--- src/rtl/pc_seq_pkg.sv ---
// Shared constants and next-PC source encoding for the PC sequencer.
package pc_seq_pkg;

    localparam int unsigned DEF_ADDR_W    = 32;
    localparam int unsigned DEF_STEP      = 4;
    localparam int unsigned DEF_PC_LIMIT  = 248;
    localparam int unsigned DEF_RESET_VEC = 0;
    localparam int unsigned DEF_RAS_DEPTH = 4;

    typedef enum logic [1:0] {
        HOLD,
        REDIRECT,
        RETURN,
        SEQ
    } pc_src_e;

endpackage

--- src/rtl/pc_ras.sv ---
// Circular return-address stack with occupancy count and sticky overflow/underflow flags.
module pc_ras
    import pc_seq_pkg::*;
#(
    parameter int unsigned ADDR_W = DEF_ADDR_W,
    parameter int unsigned DEPTH  = DEF_RAS_DEPTH
) (
    input  logic                     i_clk,
    input  logic                     i_rst,
    input  logic                     i_push,
    input  logic                     i_pop,
    input  logic [ADDR_W-1:0]        i_push_data,
    output logic [ADDR_W-1:0]        o_top_c,
    output logic [$clog2(DEPTH):0]   o_count,
    output logic                     o_overflow,
    output logic                     o_underflow
);

    localparam int unsigned PTR_W = $clog2(DEPTH);
    localparam int unsigned CNT_W = PTR_W + 1;

    logic [ADDR_W-1:0] r_mem [DEPTH];
    logic [PTR_W-1:0]  r_wr_ptr;
    logic [CNT_W-1:0]  r_count;
    logic              r_overflow;
    logic              r_underflow;
    logic              w_full;
    logic              w_empty;

    assign w_full  = (r_count == CNT_W'(DEPTH));
    assign w_empty = (r_count == '0);

    // Write pointer always advances on push, so a full stack overwrites its oldest entry.
    always_ff @(posedge i_clk or posedge i_rst) begin
        if (i_rst) begin
            r_wr_ptr    <= '0;
            r_count     <= '0;
            r_overflow  <= 1'b0;
            r_underflow <= 1'b0;
        end else if (i_push) begin
            r_wr_ptr <= r_wr_ptr + PTR_W'(1);
            if (w_full) begin
                r_overflow <= 1'b1;
            end else begin
                r_count <= r_count + CNT_W'(1);
            end
        end else if (i_pop) begin
            if (w_empty) begin
                r_underflow <= 1'b1;
            end else begin
                r_wr_ptr <= r_wr_ptr - PTR_W'(1);
                r_count  <= r_count - CNT_W'(1);
            end
        end
    end

    // Entry storage carries no reset; contents are only consumed when the count is non-zero.
    always_ff @(posedge i_clk) begin
        if (i_push) begin
            r_mem[r_wr_ptr] <= i_push_data;
        end
    end

    assign o_top_c     = r_mem[r_wr_ptr - PTR_W'(1)];
    assign o_count     = r_count;
    assign o_overflow  = r_overflow;
    assign o_underflow = r_underflow;

endmodule

--- src/rtl/pc_sequencer.sv ---
// Program-counter sequencer: stall/redirect/return/sequential selection with limit wrap and RAS.
module pc_sequencer
    import pc_seq_pkg::*;
#(
    parameter int unsigned ADDR_W    = DEF_ADDR_W,
    parameter int unsigned STEP      = DEF_STEP,
    parameter int unsigned PC_LIMIT  = DEF_PC_LIMIT,
    parameter int unsigned RESET_VEC = DEF_RESET_VEC,
    parameter int unsigned RAS_DEPTH = DEF_RAS_DEPTH
) (
    input  logic                         Clock,
    input  logic                         Reset,
    input  logic                         Stall,
    input  logic                         Redirect,
    input  logic [ADDR_W-1:0]            RedirectPC,
    input  logic                         Call,
    input  logic                         Return,
    output logic [ADDR_W-1:0]            PC,
    output logic [ADDR_W-1:0]            PCPlus,
    output logic [$clog2(RAS_DEPTH):0]   RasCount,
    output logic                         RasOverflow,
    output logic                         RasUnderflow
);

    logic [ADDR_W-1:0] r_pc;
    logic [ADDR_W-1:0] w_pc_plus;
    logic [ADDR_W-1:0] w_ras_top;
    logic [ADDR_W-1:0] w_cand;
    logic [ADDR_W-1:0] w_next_pc;
    logic              w_ras_empty;
    logic              w_push;
    logic              w_pop;
    pc_src_e           w_src;

    assign w_pc_plus   = r_pc + ADDR_W'(STEP);
    assign w_ras_empty = (RasCount == '0);

    always_comb begin
        w_src = SEQ;
        if (Stall) begin
            w_src = HOLD;
        end else if (Redirect) begin
            w_src = REDIRECT;
        end else if (Return) begin
            w_src = RETURN;
        end
    end

    // A return on an empty stack falls through to the sequential address.
    always_comb begin
        w_cand = r_pc;
        case (w_src)
            HOLD:     w_cand = r_pc;
            REDIRECT: w_cand = RedirectPC;
            RETURN:   w_cand = w_ras_empty ? w_pc_plus : w_ras_top;
            SEQ:      w_cand = w_pc_plus;
            default:  w_cand = r_pc;
        endcase
    end

    always_comb begin
        w_next_pc = w_cand;
        if ((w_src != HOLD) && (w_cand > ADDR_W'(PC_LIMIT))) begin
            w_next_pc = ADDR_W'(RESET_VEC);
        end
    end

    assign w_push = (w_src == REDIRECT) && Call;
    assign w_pop  = (w_src == RETURN);

    always_ff @(posedge Clock or posedge Reset) begin
        if (Reset) begin
            r_pc <= ADDR_W'(RESET_VEC);
        end else begin
            r_pc <= w_next_pc;
        end
    end

    pc_ras #(
        .ADDR_W (ADDR_W),
        .DEPTH  (RAS_DEPTH)
    ) u_ras (
        .i_clk       (Clock),
        .i_rst       (Reset),
        .i_push      (w_push),
        .i_pop       (w_pop),
        .i_push_data (w_pc_plus),
        .o_top_c     (w_ras_top),
        .o_count     (RasCount),
        .o_overflow  (RasOverflow),
        .o_underflow (RasUnderflow)
    );

    assign PC     = r_pc;
    assign PCPlus = w_pc_plus;

endmodule

--- config.mk ---
export PLATFORM = sky130hd
export DESIGN_NAME = pc_sequencer
export DESIGN_NICKNAME = d
export VERILOG_FILES = /design/src/rtl/pc_seq_pkg.sv /design/src/rtl/pc_ras.sv /design/src/rtl/pc_sequencer.sv
export SDC_FILE = /design/constraint.sdc
export NUM_CORES = 1
export LEC_CHECK = 0
export CAP_MARGIN = 15
export CELL_PAD_IN_SITES_DETAIL_PLACEMENT = 2
export CELL_PAD_IN_SITES_GLOBAL_PLACEMENT = 2
export CORE_MARGIN = 4
export CORE_UTILIZATION = 38
export DETAILED_ROUTE_END_ITERATION = 7
export GPL_ROUTABILITY_DRIVEN = 1
export PLACE_DENSITY = 0.83
export SYNTH_ARGS = -nofsm -noshare
export SYNTH_HDL_FRONTEND = slang
export SYNTH_SLANG_ARGS = --single-unit
--- constraint.sdc ---
create_clock -name Clock -period 4.1 [get_ports Clock]
set_clock_uncertainty 0.15 [all_clocks]
set_input_delay 0.615 -clock Clock [delete_from_list [all_inputs] [get_ports Clock]]
set_output_delay 0.615 -clock Clock [all_outputs]
set_load 0.005 [all_outputs]
# Yosys cells after proc, flatten, opt, wreduce, memory -nomap -nowiden
# Memories as Yosys holds them, arrays and structs flattened.
# Index checks and enable logic that the tools add are counted.
# classes
addsub	5
magnitude_cmp	1
n_eq_ne	6
muxes	15
bitwise	1
reduce_logical	10
# op_table
operator	count
32-bit one-hot mux with 4 select lines	1
32-bit 2-to-1 mux	2
32-bit by 3-bit adder with 32-bit output (second input constant)	1
32-bit by 8-bit greater-than comparator with 1-bit output (second input constant)	1
3-bit 2-to-1 mux	4
2-bit 2-to-1 mux	5
3-bit AND reduction	2
2-bit equality test (second input constant)	2
2-bit AND reduction	2
2-bit nonzero test	2
3-bit by 1-bit adder with 3-bit output (second input constant)	1
3-bit equality test (second input constant)	1
3-bit logical NOT	1
1-bit 2-to-1 mux	3
3-bit by 1-bit subtractor with 3-bit output (second input constant)	1
2-bit by 1-bit adder with 2-bit output (second input constant)	1
2-bit by 1-bit equality test with 1-bit output (second input constant)	1
1-bit logical AND	2
2-bit logical NOT	1
2-bit by 1-bit inequality test with 1-bit output (second input constant)	1
2-bit inequality test (second input constant)	1
2-bit by 1-bit subtractor with 2-bit output (second input constant)	1
1-bit inverter	1
# totals
reg_bits	39
mem_bits_rw	128
in_bits	38
output_inout_bits	69
elab_cells	44
memories	1
# mem_list
name	words	word_bits	read_ports	rd_ports_with_merged_regs	wr	line_no	text
u_ras.r_mem	4	32	1	0	1	pc_ras.sv:22	logic [ADDR_W-1:0] r_mem [DEPTH];

# Longest topological paths before layout
# depth
word_depth	8
depth_mapped	14
mapped_depth_nobuf	10

# Modules after synthesis
# A second synthesis with hierarchy kept.
# unflattened
hier_cells	576
hier_area_um2	8000.2
# modules_own_cells
mod	n_inst	cells_per_inst	area_per_inst_um2	seq_area_each_um2
pc_ras	1	216	5083.6	4018.9
pc_sequencer	1	360	2916.5	800.8

# Least setup slack after synthesis
# No wires, ideal clock.
# synth_timing
path_kind	register to register
startpoint	reg u_ras.r_wr_ptr[0]
endpoint	reg r_pc[0], in the netlist PC[0]
setup_time_ps	96
t_arrival_ps	3163
t_required_ps	3854
setup_slack_ps	691
stages_incl_launch_ff	15
path_buffers	5
synth_period_minus_slack_ps	3409
path_cell_list	dfrtp_1 buf_6 buf_6 inv_1 ha_1 buf_2 buf_2 buf_1 mux4_2 a31oi_1 a2bb2oi_1 o2111ai_1 nor4_2 nand2_2 o31ai_1
# synth_between
elab_chain_cells	7
# synth_lines
element	line_no	text
from (decl)	pc_ras.sv:23	logic [PTR_W-1:0] r_wr_ptr;
from (signal assigned)	pc_ras.sv:41	r_wr_ptr <= r_wr_ptr + PTR_W'(1);
from (signal assigned)	pc_ras.sv:51	r_wr_ptr <= r_wr_ptr - PTR_W'(1);
2-bit by 1-bit subtractor with 2-bit output *	pc_ras.sv:64	assign o_top_c = r_mem[r_wr_ptr - PTR_W'(1)];
memory read 4 x 32 bit *	--	
32-bit 2-to-1 mux *	pc_sequencer.sv:55	RETURN: w_cand = w_ras_empty ? w_pc_plus : w_ras_top;
32-bit one-hot mux with 4 select lines *	pc_sequencer.sv:52	case (w_src)
32-bit by 8-bit greater-than comparator with 1-bit output	pc_sequencer.sv:63	if ((w_src != HOLD) && (w_cand > ADDR_W'(PC_LIMIT))) begin
1-bit logical AND	pc_sequencer.sv:63	
32-bit 2-to-1 mux *	pc_sequencer.sv:63	
named net w_next_pc[0]	pc_sequencer.sv:29	logic [ADDR_W-1:0] w_next_pc;
to (signal assigned)	pc_sequencer.sv:73	r_pc <= ADDR_W'(RESET_VEC);
to (signal assigned)	pc_sequencer.sv:75	r_pc <= w_next_pc;
to (decl)	pc_sequencer.sv:25	logic [ADDR_W-1:0] r_pc;
# Mark *: on every way through the listed nets, which the timed path passes. The rest lies on a longest branch.
# A chain may end at the register's enable or synchronous reset.

# Final worst setup path
# layout_timing
startpoint	reg r_pc[11], in the netlist PC[11]
endpoint	out PCPlus[31]
# layout_between
elab_chain_cells	1
# layout_lines
element	line_no	text
32-bit by 3-bit adder with 32-bit output	pc_sequencer.sv:35	assign w_pc_plus = r_pc + ADDR_W'(STEP);
to (decl)	pc_sequencer.sv:19	output logic [ADDR_W-1:0] PCPlus,
# Every way passes these cells.

==> metrics.md <==
| Metric | Value |
|---|---|
| Asr flop ratio synth | between 20% and 30% |
| Commonest cells after routing, fill and taps aside | edfxtp_1, clkdlybuf4s50_1, nor2_1 |
| Clock Latency Late Sink | approximately 440 ps |
| Clock buffer count from CTS | 17 |
| Crit path max fanout | 10 |
| Crit-path max cell delay | 720 ps |
| Critical path class | reg -> out |
| N_diodes | 0 |
| P&R area growth vs syn | 27.6% |
| Post-Place Setup Slack | about 100 ps |
| Worst-path clk slew | about 70 ps |
| Initial core utilization | between 30% and 40% |
| Post-layout net count | ~750 |
| Min-Delay Path Depth | 1 |
| Gr ovfl total | 0 |
| CP top delay family | simple AND/OR/NAND/NOR gates |
| Crit share post-route | a little over nine tenths |
| Syn_nets | about 630 |
| Levels on crit path | 5 |
| Number of synthesized flops with an enable pin | between 100 and 150 |
| Largest net degree at the start of global routing | 40 |
| Cell-by-cell trace of the critical path | and4_1 > nand4_4 > or4_1 > xnor2_2 > clkdlybuf4s50_1 |
| Static Leakage | between 3 and 4 nW |
| GRT Overall Usage | 25.8% |
| First-pass GRT wire length | ~42 mm |
| Final hold slack | between 300 and 400 ps |
| Synth warn | 0 |
| Via count | 5,874 |
| Final setup vio count | 0 |
| Die X | roughly 150 um |
| Outcome | finished clean |
| Max Clock Freq | 249 MHz |
| Clock sink total | between 150 and 200 |
| Row cnt | 51 |
| Yosys reg bits | roughly 170 |
| Gpl congestion | approximately 0.84 |
| Cell variety after synth | 66 |
| Slew Viols, Final | 0 |
| # port buffers | about 110 |
| # Max-Cap Violations | 0 |
| Final ANT Viol Nets | 0 |
| Slew margin rel. | 33.6% |
| Gate Count Post-Synth | 583 |
| PwrDens | 505 mW/mm2 |
| Fin crit period | between 4000 and 5000 ps |
| Worst path bufs/invs | 1 |
| Commonest non-fill, non-tap cell in the layout | edfxtp_1 |
| Core area | ~0.020 mm2 |
| Post-DP HPWL | between 15 and 20 mm |
| Crit end category | primary output |
| Fin Setup TNS | 0 ps |
| Antenna violations before repair | 0 |
| Drt total wl | around 29 mm |
| Critical path required time | roughly 3300 ps |
| Clk root buf | clkbuf_16 |
| Reg2reg path depth | 11 |
| Final hold violations | 0 |
| Overall Power | slightly below 5 mW |
| Worst hold path class | reg -> reg |
| Synth Area per Inst | between 10 and 15 um2 |
| Vias/cell | between 5 and 6 |
| Final worst-path setup slack | about 88 ps |
| Longest Clk Path Bufs | 2 |
| Die area | 0.0226 mm2 |
| Remaining DRCs | 0 |
| Post-Syn Area | around 0.0077 mm2 |
| Hold buffers post-CTS | 0 |
| Slowest cell on crit path | or4_1 |
| Routed len/inst | between 20 and 30 um |
| Io pins | approximately 110 |
| Share of cells above drive strength 1 | 13.3% |
| RSZ-0062 raised after global routing | no |
| Die height | between 150 and 200 um |
| Number of detailed-route iterations in the first pass | 5 |
| Top FF cell, synth | edfxtp_1 |
| Startpoint class of the critical path | register |
| Worst-Margin Slew | 989 ps |
| Max VDD drop | around 0.00036 V |
| Vias in the first global route | between 6,000 and 7,000 |
| H-tree depth | 4 |
| Sequential area share after synthesis | a little over three fifths |
| Critical Path AT | between 3000 and 4000 ps |
| Iter 0 DRT Violations | between 400 and 500 |
| CTS tree | built |
## metal layers
metal  part of all wire, %  global-route usage (%)  up-vias  wire length (um)
li1                      -                       -     2492                 -
met4                   3.2                    10.7        0               912
met2                    50                    43.1      247             14300
met3                   5.3                    4.88       62              1500
met1                    41                    33.0     3073             11800
met5                     0                       0        -                 0
## final cells by class
cell class	instances	area, um2
Tap cell	265	332
Clock inverter	15	178
Fill cell	1870	9900
Multi-Input combinational cell	355	2680
Inverter	26	97.6
Clock buffer	17	425
Sequential cell	167	4820
Timing Repair Buffer	136	1280
## kinds of logic after synthesis
group                      Yosys count  share of synthesized area (%)
xor gates and xnor gates            29                           3.30
buffers and inverters               61                           3.35
and+or+nand+nor                    191                           13.2
adders and majority gates            6                           1.07
muxes                               21                           6.08
AOI/OAI and AO/OA                  108                           10.3
DFF                                167                           62.6
## state kept, by name (all words and copies together) (netlist names)
register	count
u_ras.r_mem	128
PC	32
u_ras.o_count	3
u_ras.r_wr_ptr	2
u_ras.o_overflow	1
u_ras.o_underflow	1
## where the power goes
part           switching (mW)  internal [mW]  total [mW]
clock network           0.722          0.962        1.68
logic                   0.721          0.534        1.25
registers              0.0962           1.93        2.02
## cells in the mapped netlist (all sizes together) (5+ instances only)
library cell | number | share of area (%)
nor3 | 16 | 1.0
dfrtp | 39 | 13
nand2 | 32 | 1.6
edfxtp | 128 | 50
and4 | 6 | 0.68
clkbuf | 22 | 1.1
o21ai | 18 | 1.2
nand3 | 19 | 1.2
o31ai | 10 | 1.0
buf | 13 | 1.0
nor2 | 41 | 2.0
nand4 | 8 | 0.73
xor2 | 9 | 1.0
and2 | 20 | 1.6
a221o | 5 | 0.65
mux4 | 19 | 5.8
ha | 5 | 0.81
inv | 26 | 1.3
and3 | 12 | 0.98
a21oi | 13 | 0.85
a31oi | 8 | 0.65
a211oi | 8 | 0.78
nor4 | 22 | 2.0
a21o | 6 | 0.59
xnor2 | 20 | 2.3
## path summary, 6_finish.rpt
path                                    from               end  slack [ps]
max                                   PC[11]        PCPlus[31]          90
min                         u_ras.o_overflow  u_ras.o_overflow         350
max reg2reg                u_ras.r_wr_ptr[1]             PC[2]         220
min reg2reg                 u_ras.o_overflow  u_ras.o_overflow         350
max in group asynchronous              Reset            PC[16]        2920
min in group asynchronous              Reset             PC[7]         470
## what timing repair did
| item | 4_1_cts | 5_1_grt |
|---|---|---|
| setup buffers | 0 | 0 |
| resized for setup | 6 | 7 |
| setup endpoints to repair | 7 | 9 |
## through the flow
stage                     cell area, um2  util [%]  cells
after CTS                           9790      49.6    981
after global routing                9820      49.8    981
after floorplan                     7700         -    583
after global placement              9150      46.4    949
after detailed placement            9150      46.4    949
final                               9820      49.8    981
(Power assumes the default switching activity.)
